File: config.mk
export PLATFORM = sky130hd
export DESIGN_NAME = gselect_arbiter
export DESIGN_NICKNAME = d
export VERILOG_FILES = /design/src/rtl/gselect_arbiter.sv
export SDC_FILE = /design/constraint.sdc
export NUM_CORES = 1
export LEC_CHECK = 0
export ABC_AREA = 1
export CORE_ASPECT_RATIO = 1.1
export CORE_UTILIZATION = 49
export DETAILED_ROUTE_END_ITERATION = 16
export PLACE_DENSITY = 0.87
export SLEW_MARGIN = 20
export SYNTH_ARGS = -nofsm -noshare
export SYNTH_HDL_FRONTEND = slang
export SYNTH_SLANG_ARGS = --single-unit
File: constraint.sdc
create_clock -name clk -period 1.65 [get_ports clk]
set_input_delay 0.33 -clock clk [delete_from_list [all_inputs] [get_ports clk]]
set_output_delay 0.33 -clock clk [all_outputs]
set_load 0.02 [all_outputs]
File: src/rtl/gselect_arbiter.sv
// gselect_arbiter
//   Round-robin front end that lets two branch-record requesters share one
//   gselect predictor. Each cycle at most one (pc, taken) record is handed to
//   the predictor as a combined lookup+update. The prediction comes back one
//   cycle later, tagged with the owning requester. Per-requester branch and
//   mispredict counters are kept here because the predictor itself cannot
//   attribute mispredicts to a requester.
// Ports
//   clk, reset_n          clock, asynchronous active-low reset
//   run, clear            global enable, synchronous counter clear
//   reqN_valid/pc/taken   requester N record (held until accepted)
//   reqN_ready            requester N record accepted this cycle
//   bp_valid/pc/taken     predictor strobe and record
//   bp_pred               predictor's combinational prediction
//   rsp_valid/id/pred/mispredict  registered response, one cycle after accept
//   branchesN, mispredN   saturating per-requester statistics

module gselect_arbiter_sat_cnt #(
    parameter int CNT_W = 32
) (
    input  logic             clk,
    input  logic             reset_n,
    input  logic             clear,
    input  logic             inc,
    output logic [CNT_W-1:0] count
);
    always_ff @(posedge clk or negedge reset_n) begin
        if (!reset_n)
            count <= '0;
        else if (clear)
            count <= '0;                 // clear beats a coincident increment
        else if (inc && count != '1)
            count <= count + 1'b1;       // saturate, never wrap
    end
endmodule

module gselect_arbiter #(
    parameter int PC_W  = 8,
    parameter int CNT_W = 32
) (
    input  logic             clk,
    input  logic             reset_n,
    input  logic             run,
    input  logic             clear,
    input  logic             req0_valid,
    input  logic [PC_W-1:0]  req0_pc,
    input  logic             req0_taken,
    output logic             req0_ready,
    input  logic             req1_valid,
    input  logic [PC_W-1:0]  req1_pc,
    input  logic             req1_taken,
    output logic             req1_ready,
    output logic             bp_valid,
    output logic [PC_W-1:0]  bp_pc,
    output logic             bp_taken,
    input  logic             bp_pred,
    output logic             rsp_valid,
    output logic             rsp_id,
    output logic             rsp_pred,
    output logic             rsp_mispredict,
    output logic [CNT_W-1:0] branches0,
    output logic [CNT_W-1:0] branches1,
    output logic [CNT_W-1:0] mispred0,
    output logic [CNT_W-1:0] mispred1
);
    localparam int NREQ = 2;

    logic             last_grant;
    logic             grant0, grant1, accept, gid;
    logic             active;
    logic [NREQ-1:0]  inc_br, inc_mp;
    logic [NREQ-1:0][CNT_W-1:0] br_cnt, mp_cnt;

    // reset_n gates the grant so the handshake outputs drop as soon as
    // reset asserts, not just at the next edge.
    assign active = run & reset_n;

    // On a tie, the requester that did not win last time gets the slot.
    assign grant0 = active & req0_valid & (~req1_valid |  last_grant);
    assign grant1 = active & req1_valid & (~req0_valid | ~last_grant);
    assign accept = grant0 | grant1;
    assign gid    = grant1;

    assign req0_ready = grant0;
    assign req1_ready = grant1;

    always_comb begin
        bp_valid = accept;
        bp_pc    = '0;
        bp_taken = 1'b0;
        if (grant0) begin
            bp_pc    = req0_pc;
            bp_taken = req0_taken;
        end else if (grant1) begin
            bp_pc    = req1_pc;
            bp_taken = req1_taken;
        end
    end

    // last_grant resets to 1 so requester 0 wins the first tie.
    always_ff @(posedge clk or negedge reset_n) begin
        if (!reset_n) begin
            last_grant     <= 1'b1;
            rsp_valid      <= 1'b0;
            rsp_id         <= 1'b0;
            rsp_pred       <= 1'b0;
            rsp_mispredict <= 1'b0;
        end else begin
            rsp_valid <= accept;
            if (accept) begin
                last_grant     <= gid;
                rsp_id         <= gid;
                rsp_pred       <= bp_pred;
                rsp_mispredict <= bp_pred ^ bp_taken;
            end
        end
    end

    for (genvar g = 0; g < NREQ; g++) begin : g_req
        assign inc_br[g] = accept & (gid == g[0]);
        assign inc_mp[g] = inc_br[g] & (bp_pred ^ bp_taken);

        gselect_arbiter_sat_cnt #(.CNT_W(CNT_W)) u_br (
            .clk(clk), .reset_n(reset_n), .clear(clear),
            .inc(inc_br[g]), .count(br_cnt[g])
        );
        gselect_arbiter_sat_cnt #(.CNT_W(CNT_W)) u_mp (
            .clk(clk), .reset_n(reset_n), .clear(clear),
            .inc(inc_mp[g]), .count(mp_cnt[g])
        );
    end

    assign branches0 = br_cnt[0];
    assign branches1 = br_cnt[1];
    assign mispred0  = mp_cnt[0];
    assign mispred1  = mp_cnt[1];
endmodule

==> impl_results.md <==
- TritonCTS Sinks: 133
- Synth Area in XOR/XNOR: 4.50%
- Setup WS post-layout: -0.489 ns
- Initial antenna violation count: 0
- IO Count: 169
- Final period utilization: 130%
- Clock Power Share: 47.7%
- Root buffer cell: clkbuf_16
- Yosys warns: 0
- Fin nets: between 1,500 and 2,000
- Worst-path clk slew: around 0.06 ns
- H-tree Lvls: 4
- Delay-heaviest family, CP: simple AND/OR/NAND/NOR gates
- Drt drc: 0
- Grt total ovfl: 0
- Sum Neg Setup Slack: -46.31 ns
- Syn avg cell area: 6.13 sq um
- P_sw: 2.39 mW
- Hold-fix buffers, CTS: 0
- Status: complete, but fails checks
- Hpwl dp: 24,100 um
- Post-synth top area share: between 30% and 40%
- Hold Crit Class: input pin to asynchronous set/reset pin
- Die height: 147 um
- Proportion of synthesized area in mux cells: 0%
- Setup violators final: between 100 and 150
- Vias/cell: between 5 and 6
- Num CTS Buffers: 17
- Clk buf depth: 2
- Max frequency: 468 MHz
- Die area: 19,600 sq um
- Core ar.: 18,500 sq um
- Yosys top cell by area: dfrtp_1
- Fill cell count: 1,160
- Mapped cell area: between 9000 and 10,000 sq um
- CTS tree: built
- Initial core utilization: between 50% and 60%
- Worst-path maximum fanout: 6
- Port Buf Inserts: 168
- Buf+Inv Stages, Crit Path: 0
- Global-route wire length before repair: 59,600 um
- Asr flop ratio synth: 100%
- CP required: 1.99 ns
- Crit-path most repeated cell: nand2_1
- Rows: 52
- Multi-input logic area: 5980 sq um
- Register bit total from synthesis: 133
- Simple-Gate Fraction of Synth Area: 48.9%
- Max-Cap Viols: 0
- Number of global-route vias before repair: 11,700
- Pwr Density: 608 nW/um^2
- Top-count cell post-synth: nand2_1
- GRT Util Overall: between 30% and 40%
- Share of cells above drive strength 1: between 20% and 30%
- Vias: 12,700
- Synth Area in Compound Gates: 3.15%
- GPL Wtd Cong: 0.982
- Final Hold Fails: 2
- CP Launch Type: register
- Internal power: 6.52 mW
- Syn_nets: around 1,600
- Area contributors post-synth: dfrtp_1, nand2_1, nor2_1
- Min cycle time layout: 2.14 ns
- Register area: 3350 sq um
- Synth cell types: 32
- CP endpoint kind: register
- Top FF cell, synth: dfrtp_1
- Main combinational cell family by area after synthesis: simple AND/OR/NAND/NOR gates
- Register area share after synthesis: 35.7%
- CP Class: register to register
- Switching share of power: 26.8%
- Post-Synth Adder-Cell Area: 0.536%
- Commonest cells in the netlist: nand2_1, nor2_1, nand3_1
- Least-Margin Pin Slew: slightly below 0.6 ns
- Drt total wl: 41,100 um
- Iter 0 DRT Violations: 1,570
- Crit path cell chain: nand2_1, nor2_1, nand2_1, nor2_1, nand2_1, nand2_1, nand3_1, o21ai_1
- Worst hold slack: -0.000821 ns
- Die Width: 134 um
- Failing checks: negative hold slack, negative setup slack
- Clock Skew: ~0.011 ns
- Slew Viols, Final: 0
- Max VDD drop: 0.000762 V
- N_diodes: 0
- Pre-CTS WS: -0.762 ns
- Crit-path max cell delay: around 0.5 ns
- Leak Pwr: 6.95 nW
- Pre-antenna DRT Iters: 7
- Gate power share: 14.5%
- Mapped Cells: 1,524
- DRT antenna net count: 0
- Area grow syn2layout: 57.1%
- Seq pwr share: between 30% and 40%
- Post-synth EDFFs: 0
- CP max stage cell: dfrtp_1
- Worst Path Arrival: 2.48 ns
- Insertion delay to the later sink of the worst-skew pair: ~0.44 ns
- Drt wl/cell: 19.0 um
- Largest net degree at the start of global routing: 94
- RSZ-0062 raised after global routing: yes
- Relative slew margins: 60.8%
-- metal layers --
| metal | up-vias | track usage [%] | wire length, um |
|---|---|---|---|
| met5 | - | 0 | 0 |
| met4 | 0 | 23.5 | 3280 |
| met3 | 334 | 8.42 | 4840 |
| met2 | 1112 | 64.5 | 19200 |
| met1 | 5747 | 46.1 | 13700 |
| li1 | 5529 | - | - |
-- stage by stage --
stage	util, %	hold slack (ns)	std cells	area, sq um	total power, mW
final	79.1	-0.000821	2165	14700	8.91
after global routing	79.1	0.0313	2165	14700	9.10
after CTS	75.6	0.000223	2150	14000	8.68
after detailed placement	68.5	0.468	2080	12700	4.29
after global placement	68.5	0.457	2080	12700	4.27
after floorplan	-	0.0344	1524	9450	3.82
-- worst register-to-register path: stages, from the launching register on --
cell and delay (ns):
dfrtp_1 0.51, nand2_1 0.19, nor2_1 0.24, nand2_1 0.17
nor2_1 0.46, nand2_1 0.14, nand2_1 0.09, nand3_1 0.07
o21ai_1 0.18
-- registers in the layout, summed over array words and instances, names as in the netlist --
signal	count
rsp_valid	1
rsp_id	1
rsp_mispredict	1
last_grant	1
g_req.u_br.count	64
rsp_pred	1
g_req.u_mp.count	64
-- layout by cell type, fill, tap and decap left out, drive strengths merged --
master,instances
nand2,636
nor2,312
buf,249
nand3,172
dfrtp,132
inv,111
clkdlybuf4s15,67
dlygate4sd2,44
clkbuf,43
o21ai,37
xnor2,30
clkdlybuf4s50,21
xor2,18
clkinv,10
a22o,8
nand4,5
nor3,5
clkinvlp,4
ha,4
bufinv,4
o21bai,3
and2,2
a21oi,2
a31oi,1
dlymetal6s2s,1
dfstp,1
-- timing repair --
| item | 4_1_cts | 5_1_grt |
|---|---|---|
| buffers inserted | 27 | 9 |
| resized for setup | 330 | 220 |
| setup endpoints to repair | 270 | 217 |
| pin swaps | 7 | 21 |
| cloned | 11 | 7 |
-- final cells by class --
class,count,share of cell area (%)
multi-input combinational,1235,40.8
timing repair buffer,404,26.1
sequential,133,22.8
clock buffer,21,3.21
inverter,111,3.15
tap,243,2.07
clock inverter,11,1.19
timing repair inverter,7,0.716
-- logic make-up after synthesis --
logic type	Yosys count
adders and majority gates	4
AOI/OAI and AO/OA	51
and+or+nand+nor	1132
xor gates and xnor gates	48
buffers and inverters	156
DFF	133
-- path summary, 6_finish.rpt --
check,from,end,slack (ns),depth (start not counted)
min in group clk,clear,g_req[1].u_br.count[11],0.50,5
worst max-delay path,g_req[1].u_br.count[2],g_req[1].u_br.count[29],-0.49,8
max in group asynchronous,reset_n,g_req[0].u_mp.count[0],0.64,3
worst min-delay path,reset_n,g_req[0].u_mp.count[25],-0.0008,2
worst max register to register,g_req[1].u_br.count[2],g_req[1].u_br.count[29],-0.49,8
worst min register to register,rsp_id,rsp_id,0.52,2
-- power groups by stage --
stage               Combinational, mW  Sequential (mW)  Clock (mW)
floorplan                       0.336             3.48           0
global placement                0.852             3.42           0
detailed placement              0.865             3.42           0
CTS                              1.09             3.36        4.22
global route                     1.35             3.37        4.37
finish                           1.30             3.37        4.25
Note: power is estimated with default switching activity, not from simulation.
